### config.mk
export PLATFORM = sky130hd
export DESIGN_NAME = sub_serial
export DESIGN_NICKNAME = d
export VERILOG_FILES = /design/src/rtl/sub_serial_pkg.sv /design/src/rtl/serial_full_sub.sv /design/src/rtl/sub_serial.sv
export SDC_FILE = /design/constraint.sdc
export NUM_CORES = 1
export LEC_CHECK = 0
export CAP_MARGIN = 25
export CORE_MARGIN = 10
export CORE_UTILIZATION = 52
export DETAILED_ROUTE_END_ITERATION = 12
export MAX_ROUTING_LAYER = met4
export PLACE_DENSITY = 0.82
export SYNTH_ARGS = -nofsm -noshare
export SYNTH_HDL_FRONTEND = slang
export SYNTH_SLANG_ARGS = --single-unit
### constraint.sdc
create_clock -name clk -period 2.47 [get_ports clk]
set_input_delay 0.494 -clock clk [delete_from_list [all_inputs] [get_ports clk]]
set_output_delay 0.494 -clock clk [all_outputs]
set_load 0.03 [all_outputs]
### src/rtl/sub_serial_pkg.sv
// Shared types and defaults for the bit-serial subtractor.
// The default width matches the serial adder so the two can share operand buses.
package sub_serial_pkg;

  localparam int DEFAULT_WIDTH = 8;

  typedef enum logic [1:0] {
    IDLE = 2'd0,
    SUB  = 2'd1,
    DONE = 2'd2
  } sub_state_t;

endpackage

### src/rtl/serial_full_sub.sv
// One-bit full subtractor: d = x - y - bin, bout = borrow out.
module serial_full_sub (
  input  logic x,
  input  logic y,
  input  logic bin,
  output logic d,
  output logic bout
);

  assign d    = x ^ y ^ bin;
  assign bout = (~x & y) | (~x & bin) | (y & bin);

endmodule

### src/rtl/sub_serial.sv
// Bit-serial subtractor, LSB first, one bit per clock over WIDTH cycles.
// Optional SUB_SERIAL_SAT_EN: clamp the result to zero on underflow.
//
//   state | meaning
//   IDLE  | waiting for en; out/borrow hold the previous result
//   SUB   | shifting one difference bit per cycle
//   DONE  | result valid; waits for en to drop
module sub_serial
  import sub_serial_pkg::*;
#(
  parameter int WIDTH = DEFAULT_WIDTH,
  parameter int CNT_W = $clog2(WIDTH)
) (
  input  logic             clk,
  input  logic             rst,
  input  logic             en,
  input  logic [WIDTH-1:0] a,
  input  logic [WIDTH-1:0] b,
  output logic [WIDTH-1:0] out,
  output logic             borrow,
  output logic             busy,
  output logic             done
);

  sub_state_t       state;
  sub_state_t       state_next;
  logic [WIDTH-1:0] a_reg;
  logic [WIDTH-1:0] b_reg;
  logic [CNT_W-1:0] count;
  logic             d;
  logic             bn;
  logic             last;

  serial_full_sub u_full_sub (
    .x    (a_reg[0]),
    .y    (b_reg[0]),
    .bin  (borrow),
    .d    (d),
    .bout (bn)
  );

  assign last = (count == CNT_W'(WIDTH - 1));

  always_ff @(posedge clk) begin
    if (rst) state <= IDLE;
    else     state <= state_next;
  end

  always_comb begin
    state_next = state;
    case (state)
      IDLE:    if (en) state_next = SUB;
      SUB:     if (last) state_next = DONE;
      DONE:    if (!en) state_next = IDLE;
      default: state_next = IDLE;
    endcase
  end

  always_ff @(posedge clk) begin
    if (rst) begin
      out    <= '0;
      borrow <= 1'b0;
      count  <= '0;
      a_reg  <= '0;
      b_reg  <= '0;
    end else begin
      case (state)
        IDLE: begin
          if (en) begin
            a_reg  <= a;
            b_reg  <= b;
            borrow <= 1'b0;
            count  <= '0;
            out    <= '0;
          end
        end
        SUB: begin
          out    <= {d, out[WIDTH-1:1]};
          borrow <= bn;
          a_reg  <= a_reg >> 1;
          b_reg  <= b_reg >> 1;
          count  <= last ? '0 : count + CNT_W'(1);
`ifdef SUB_SERIAL_SAT_EN
          if (last && bn) out <= '0;
`endif
        end
        // DONE holds the result; the illegal encoding only repairs state.
        default: ;
      endcase
    end
  end

  assign busy = (state == SUB);
  assign done = (state == DONE);

endmodule
Yosys cells after proc, flatten, opt, wreduce, memory -nomap -nowiden
Cells that the tools add are included.
{"block": "totals", "reg_bits": 30, "wordCells": 40}
{"block": "classes", "reduce_logical": 4, "n_addsub": 1, "mux": 15, "n_eq_ne": 6, "n_bitwise": 8}
{"op": "case mux 8 bit (2 select lines)", "count": 3}
{"op": "two-way mux 8 bit", "count": 3}
{"op": "two-way mux 2 bit", "count": 3}
{"op": "two-way mux 3 bit", "count": 2}
{"op": "case mux 2 bit (3 select lines)", "count": 1}
{"op": "case mux 3 bit (2 select lines)", "count": 1}
{"op": "inequality test 2 bit (second input constant)", "count": 2}
{"op": "adder 3 x 1 -> 3 bit (second input constant)", "count": 1}
{"op": "bitwise AND 1 bit", "count": 3}
{"op": "== test 3 bit (second input constant)", "count": 1}
{"op": "AND reduction 3 bit", "count": 1}
{"op": "== test 2 x 1 -> 1 bit (second input constant)", "count": 1}
{"op": "== test 2 bit (second input constant)", "count": 1}
{"op": "zero test 2 bit", "count": 1}
{"op": "inequality test 2 x 1 -> 1 bit (second input constant)", "count": 1}
{"op": "OR 1 bit", "count": 2}
{"op": "case mux 1 bit (2 select lines)", "count": 1}
{"op": "AND reduction 2 bit", "count": 1}
{"op": "nonzero test 2 bit", "count": 1}
{"op": "bitwise XOR 1 bit", "count": 2}
{"op": "two-way mux 1 bit", "count": 1}
{"op": "inverter 1 bit", "count": 1}

Depth between registers and ports, before layout
Gate-level depths: netlist of run 1.
{"block": "depth", "ltp_word": 5, "ltp_mapped": 6, "mapped_depth_nobuf": 5}

By module
A second synthesis of run 1 with hierarchy kept.
{"block": "hier_totals", "hier_cells": 129, "area_unflattened_um2": 1330.0}
{"mod": "sub_serial", "area_per_inst_um2": 1302.5, "seq_area_each_um2": 600.6, "cells_per_inst": 126, "n_inst": 1}
{"mod": "serial_full_sub", "area_per_inst_um2": 27.5, "seq_area_each_um2": 0.0, "cells_per_inst": 3, "n_inst": 1}

Worst setup path before layout of run 1
Ideal clock, no wire load.
{"block": "synth_timing", "path_kind": "reg2out", "startpoint": "register state[0]", "endpoint": "output done", "setup_slack_ns": 0.903, "t_arrival_ns": 1.073, "stages_incl_launch_ff": 4, "t_required_ns": 1.976, "path_cell_list": "dfxtp_1 -> buf_4 -> buf_6 -> nor2b_1"}
{"block": "synth_via", "elab_chain_cells": 1}
{"item": "start: declaration", "line_no": "sub_serial.sv:25", "source": "sub_state_t state;"}
{"item": "start signal: assignment", "line_no": "sub_serial.sv:46", "source": "else state <= state_next;"}
{"item": "== test 2 bit", "line_no": "sub_serial.sv:94", "source": "assign done = (state == DONE);"}
{"item": "end: declaration", "line_no": "sub_serial.sv:22", "source": "output logic done"}
Every way passes these cells.

Final worst setup path of run 1
{"block": "layout_timing", "startpoint": "register state[1]", "endpoint": "output done"}
Same word-level chain as after synthesis.

==> results of run 1 <==
logic make-up (layout without fill, tap and decap cells):
family | after synthesis | after routing
flip-flops | 30 | 30
AND/OR/NAND/NOR | 41 | 41
buffers and inverters | 14 | 46
AO/OA/AOI/OAI | 30 | 30
multiplexers | 12 | 12
adder cells (fa/ha/maj) | 3 | 3
critical path, stage by stage, from the launching register on:
cell and delay [ns]:
dfxtp_1 0.49, nor2b_1 0.17, clkdlybuf4s50_1 0.68
power groups by stage:
stage          logic [µW]  clock network, µW  registers, µW
6_report              174                262            529
5_1_grt               190                291            533
4_1_cts               175                267            529
3_5_place_dp          174                  0            541
3_3_place_gp          166                  0            538
2_1_floorplan         122                  0            540
layer usage:
layer / global-route usage [%] / part of all wire [%]
met1: 13.49 / 45
met2: 19.16 / 50
met3: 3.905 / 4.1
met4: 5.806 / 1.5
met5: - / 0
path summary, 6_finish.rpt:
check	start	endpoint	slack, ns	depth (start not counted)
max	state[1]$_SDFFE_PP0P_	done	0.31	2
min	b_reg[2]$_SDFFE_PP0P_	b_reg[2]$_SDFFE_PP0P_	0.51	2
max reg2reg	state[1]$_SDFFE_PP0P_	borrow$_SDFFE_PP0P_	1.16	4
min reg2reg	b_reg[2]$_SDFFE_PP0P_	b_reg[2]$_SDFFE_PP0P_	0.51	2
cells in the mapped netlist (all sizes together):
cell | number | area (µm²)
dfxtp | 30 | 600.6
a2bb2oi | 1 | 8.760
nor2b | 2 | 12.51
nor4b | 2 | 17.52
ha | 2 | 25.02
nand2b | 1 | 6.260
o21bai | 1 | 7.510
inv | 3 | 11.26
a21oi | 1 | 5.000
a211oi | 12 | 125.1
nor4 | 2 | 25.02
clkbuf | 4 | 25.02
buf | 7 | 73.81
nor2 | 31 | 116.4
nor3 | 1 | 5.000
fa | 1 | 20.02
mux2i | 12 | 120.1
nor3b | 2 | 15.01
a22oi | 14 | 105.1
o21ba | 1 | 10.01
cell type report:
class	instances	area [µm²]	area share, %
sequential	30	600.6	36.20
multi-input combinational	86	624.3	37.63
clock buffer	7	45.04	2.715
inverter	3	11.26	0.6787
tap	30	37.54	2.262
timing repair buffer	36	340.3	20.51
through the flow:
stage | setup WS, ns | area, µm² | utilization, % | cells
3_5_place_dp | 0.6651 | 1614 | 65.75 | 185
4_1_cts | 0.3101 | 1659 | 67.58 | 192
6_report | 0.3124 | 1659 | 67.58 | 192
3_3_place_gp | 0.7104 | 1614 | 65.75 | 185
5_1_grt | 0.2401 | 1659 | 67.58 | 192
2_1_floorplan | 0.9033 | 1335 | - | 130
==> flow_metrics.py, run 1 <==
metrics = {
    "floorplan": {
        "fp.dieW_um": 70.67,
        "num_rows": 18,
        "core_um2": 2455,
        "die-area_um2": 4994,
        "fp.dieH_um": 70.67,
        "pin_count": 30,
        "start_util_pct": 54.38,
    },
    "routing": {
        "via_count": 1027,
        "dr.pass1.iters": 4,
        "drcViolationCount": 0,
        "wl_per_cell_um": 15.01,
        "avgViaCountPerCell": 5.349,
        "wl_mm": 2.881,
        "ant_nets": 0,
        "dr.first_iter.drc_count": 55,
    },
    "cells_and_area": {
        "n_fill_cell": 209,
        "layout-drive-gt1-share_pct": 13.58,
        "final_cell_mix": "nor2_1, dfxtp_1, clkdlybuf4s50_1, a22oi_1, mux2i_1",
        "final_common_cell": "nor2_1",
        "syn2layout_area_growth_pct": 24.27,
        "nets": 184,
        "antenna_cells": 0,
    },
    "critical_path": {
        "crit_required_ns": 1.98,
        "end_kind": "primary output",
        "path_max_fanout": 10,
        "crit_path_start_kind": "flip-flop",
        "critPathKind": "flip-flop to primary output",
        "critPathArrivalTime_ns": 1.66,
    },
    "synth": {
        "synth_compound_area_share_pct": 19.59,
        "synth_nets": 152,
        "synthesis.instances": 130,
        "synth_top_family_by_area": "compound AO/OA/AOI/OAI gates",
        "synth.area.mux_share_pct": 8.997,
        "avgSynthCellArea_um2": 10.27,
        "synth-simple-area-share_pct": 14.81,
        "yosys.cell_types.count": 25,
        "synth.yosys.warnings": 0,
        "synthXorXnorAreaFrac_pct": 0,
        "synthesis.area_um2": 1335,
        "seq_area_frac_synth_pct": 44.99,
        "synthAdderAreaFrac_pct": 3.374,
        "ys_ff_latch": 30,
    },
    "timing": {
        "max-slew-margin-rel_pct": 71.98,
        "fmax_ghz": 0.4635,
        "tightest_slew_ns": 0.4144,
        "skew_ns": 0.002753,
        "period_share_pct": 87.35,
        "finalSetupViolCount": 0,
        "fin_hold_ws_ns": 0.5098,
        "drv_slew": 0,
        "hold_viol_final": 0,
        "tns_ns": 0,
        "post-route-min-period_ns": 2.158,
        "rsz0062_at_grt": "no",
    },
    "worst_hold_path": {
        "hp-class": "flip-flop to flip-flop",
    },
    "clock_network": {
        "ctsResizeCount": 0,
        "cts_tree": "done",
        "clkTransAtPathRegs_ns": 0.08,
        "postCtsSetupBuffers": 0,
        "clock_latency_ns": 0.33,
        "h-tree-depth": 2,
        "cts_made_buffers": 5,
        "cts_buffer_depth": 2,
        "clockRootBuffer": "clkbuf_4",
        "clkSinkCount": 30,
        "hold_buffers": 0,
    },
    "global_route": {
        "grt_overflow": 0,
        "grt.total_usage_pct": 12.10,
        "grt_pass1_wl_mm": 4.836,
        "grt_pass1_vias": 1034,
        "grt_max_degree": 16,
        "antenna_found_initial": 0,
    },
    "power": {
        "p_switching_uw": 260.6,
        "vdd_drop_max_uv": 396.4,
        "swShare_pct": 26.97,
        "p_total_uw": 965.9,
        "internal_power_uw": 705.4,
        "powerDensity_nw_per_um2": 582.2,
        "power.share.sequential_pct": 54.8,
        "p_leak_uw": 0.0006346,
        "pwr-share-comb_pct": 18.0,
        "pwr-share-clk_pct": 27.2,
    },
    "run_status": {
        "status": "finished clean",
    },
    "flow_run": {
        "drv_cap": 0,
    },
    "placement": {
        "place.gp.congestion": 0.7657,
        "dpl.hpwl_mm": 2.189,
        "port_buffers": 29,
    },
}
(Power assumes the default switching activity.)
==> run 2: changes to the inputs <==
--- a/config.mk
+++ b/config.mk
@@ -10,7 +10,7 @@
 export CORE_UTILIZATION = 52
 export DETAILED_ROUTE_END_ITERATION = 12
 export MAX_ROUTING_LAYER = met4
-export PLACE_DENSITY = 0.82
+export PLACE_DENSITY = 0.81
 export SYNTH_ARGS = -nofsm -noshare
 export SYNTH_HDL_FRONTEND = slang
 export SYNTH_SLANG_ARGS = --single-unit
==> flow_metrics.py, run 2 (same netlist as run 1, synthesis figures left out) <==
metrics = {
    "floorplan": {
        "core_um2": 2455,
        "start_util_pct": 54.38,
        "fp.dieW_um": 70.67,
        "num_rows": 18,
        "fp.dieH_um": 70.67,
        "die-area_um2": 4994,
        "pin_count": 30,
    },
    "power": {
        "vdd_drop_max_uv": 453.4,
        "p_leak_uw": 0.0006248,
        "powerDensity_nw_per_um2": 580.9,
    },
    "placement": {
        "dpl.hpwl_mm": 2.062,
        "port_buffers": 29,
        "place.gp.congestion": 0.7074,
    },
    "flow_run": {
        "drv_cap": 0,
    },
    "clock_network": {
        "hold_buffers": 0,
        "clockRootBuffer": "clkbuf_4",
        "cts_buffer_depth": 2,
        "cts_made_buffers": 5,
        "clock_latency_ns": 0.32,
        "clkTransAtPathRegs_ns": 0.08,
        "clkSinkCount": 30,
        "cts_tree": "done",
        "h-tree-depth": 2,
        "postCtsSetupBuffers": 0,
        "ctsResizeCount": 0,
    },
    "critical_path": {
        "crit_required_ns": 1.98,
        "ff2ff_setup_slack_ns": 0.93,
        "critPathArrivalTime_ns": 1.64,
        "r2r-start": "state[0]$_SDFFE_PP0P_",
        "startpoint": "state[1]$_SDFFE_PP0P_",
        "crit_path_start_kind": "flip-flop",
        "path_max_fanout": 10,
        "critPathKind": "flip-flop to primary output",
        "end_kind": "primary output",
    },
    "global_route": {
        "grt_pass1_wl_mm": 4.761,
        "grt_max_degree": 27,
        "grt_overflow": 0,
        "grt.total_usage_pct": 11.83,
        "antenna_found_initial": 0,
        "grt_pass1_vias": 1047,
    },
    "worst_hold_path": {
        "hp-class": "flip-flop to flip-flop",
        "hp-start": "b_reg[2]$_SDFFE_PP0P_",
    },
    "routing": {
        "via_count": 1051,
        "wl_per_cell_um": 14.96,
        "dr.pass1.iters": 4,
        "avgViaCountPerCell": 5.532,
        "drcViolationCount": 0,
        "wl_mm": 2.843,
        "dr.first_iter.drc_count": 94,
        "ant_nets": 0,
    },
    "run_status": {
        "status": "finished clean",
    },
    "cells_and_area": {
        "nets": 182,
        "layout-drive-gt1-share_pct": 12.50,
        "n_fill_cell": 210,
        "fin_util_pct": 66.97,
        "syn2layout_area_growth_pct": 23.15,
        "antenna_cells": 0,
        "final_common_cell": "nor2_1",
        "final_cell_mix": "nor2_1, dfxtp_1, clkdlybuf4s50_1, a22oi_1, mux2i_1",
    },
    "timing": {
        "skew_ns": 0.01280,
        "tns_ns": 0,
        "finalSetupViolCount": 0,
        "post-route-min-period_ns": 2.138,
        "period_share_pct": 86.57,
        "drv_slew": 0,
        "max-slew-margin-rel_pct": 72.84,
        "rsz0062_at_grt": "no",
        "tightest_slew_ns": 0.4017,
        "fmax_ghz": 0.4676,
        "hold_viol_final": 0,
    },
}
## run 2: cell types whose count changed in the layout (fill, tap and decap cells not counted)
| cell | delta |
|---|---|
| buf_4 | -2 |
## run 2: metrics by stage
| step | worst slack, ns | hold WS, ns | instance area [µm²] | total power [µW] | cells |
|---|---|---|---|---|---|
| after floorplan | 0.9033 | 0.4695 | 1335 | 661.7 | 130 |
| after global placement | 0.6792 | 0.4876 | 1599 | 701.6 | 183 |
| after detailed placement | 0.5871 | 0.4934 | 1599 | 708.9 | 183 |
| after CTS | 0.3111 | 0.5111 | 1644 | 963.6 | 190 |
| after global routing | 0.2206 | 0.5412 | 1644 | 1007 | 190 |
| final | 0.3316 | 0.5092 | 1644 | 955.0 | 190 |
## run 2: final cells by class
class / instances / area, µm² / area share, %
Sequential cell: 30 / 600.6 / 36.53
Clock buffer: 7 / 45.04 / 2.740
Multi-Input combinational cell: 86 / 624.3 / 37.98
Timing Repair Buffer: 34 / 325.3 / 19.79
Tap cell: 30 / 37.54 / 2.283
Inverter: 3 / 11.26 / 0.6849
## run 2: power by group
part	internal (µW)	leakage (µW)	switching, µW
logic	82.4	0.000353	85.3
registers	512	0.000246	16.8
clock network	107	0.0000254	151
total	702	0.000625	253
## run 2: final timing paths
kind / endpoint / cells past startpoint
worst min register to register: b_reg[2]$_SDFFE_PP0P_ / 2
worst max-delay path: done / 2
worst max register to register: a_reg[3]$_SDFFE_PP0P_ / 5
worst min-delay path: b_reg[2]$_SDFFE_PP0P_ / 2
## run 2: routing by layer
metal	up-vias	track usage (%)	routed length [µm]
li1	518	-	-
met1	509	13.07	1307
met2	22	18.76	1386
met3	2	3.905	128
met4	0	5.806	21
met5	-	-	0
## run 2: worst max-delay path, cell delays in order, from the launching register on
cell	delay, ns
dfxtp_1	0.48
nor2b_1	0.17
clkdlybuf4s50_1	0.68
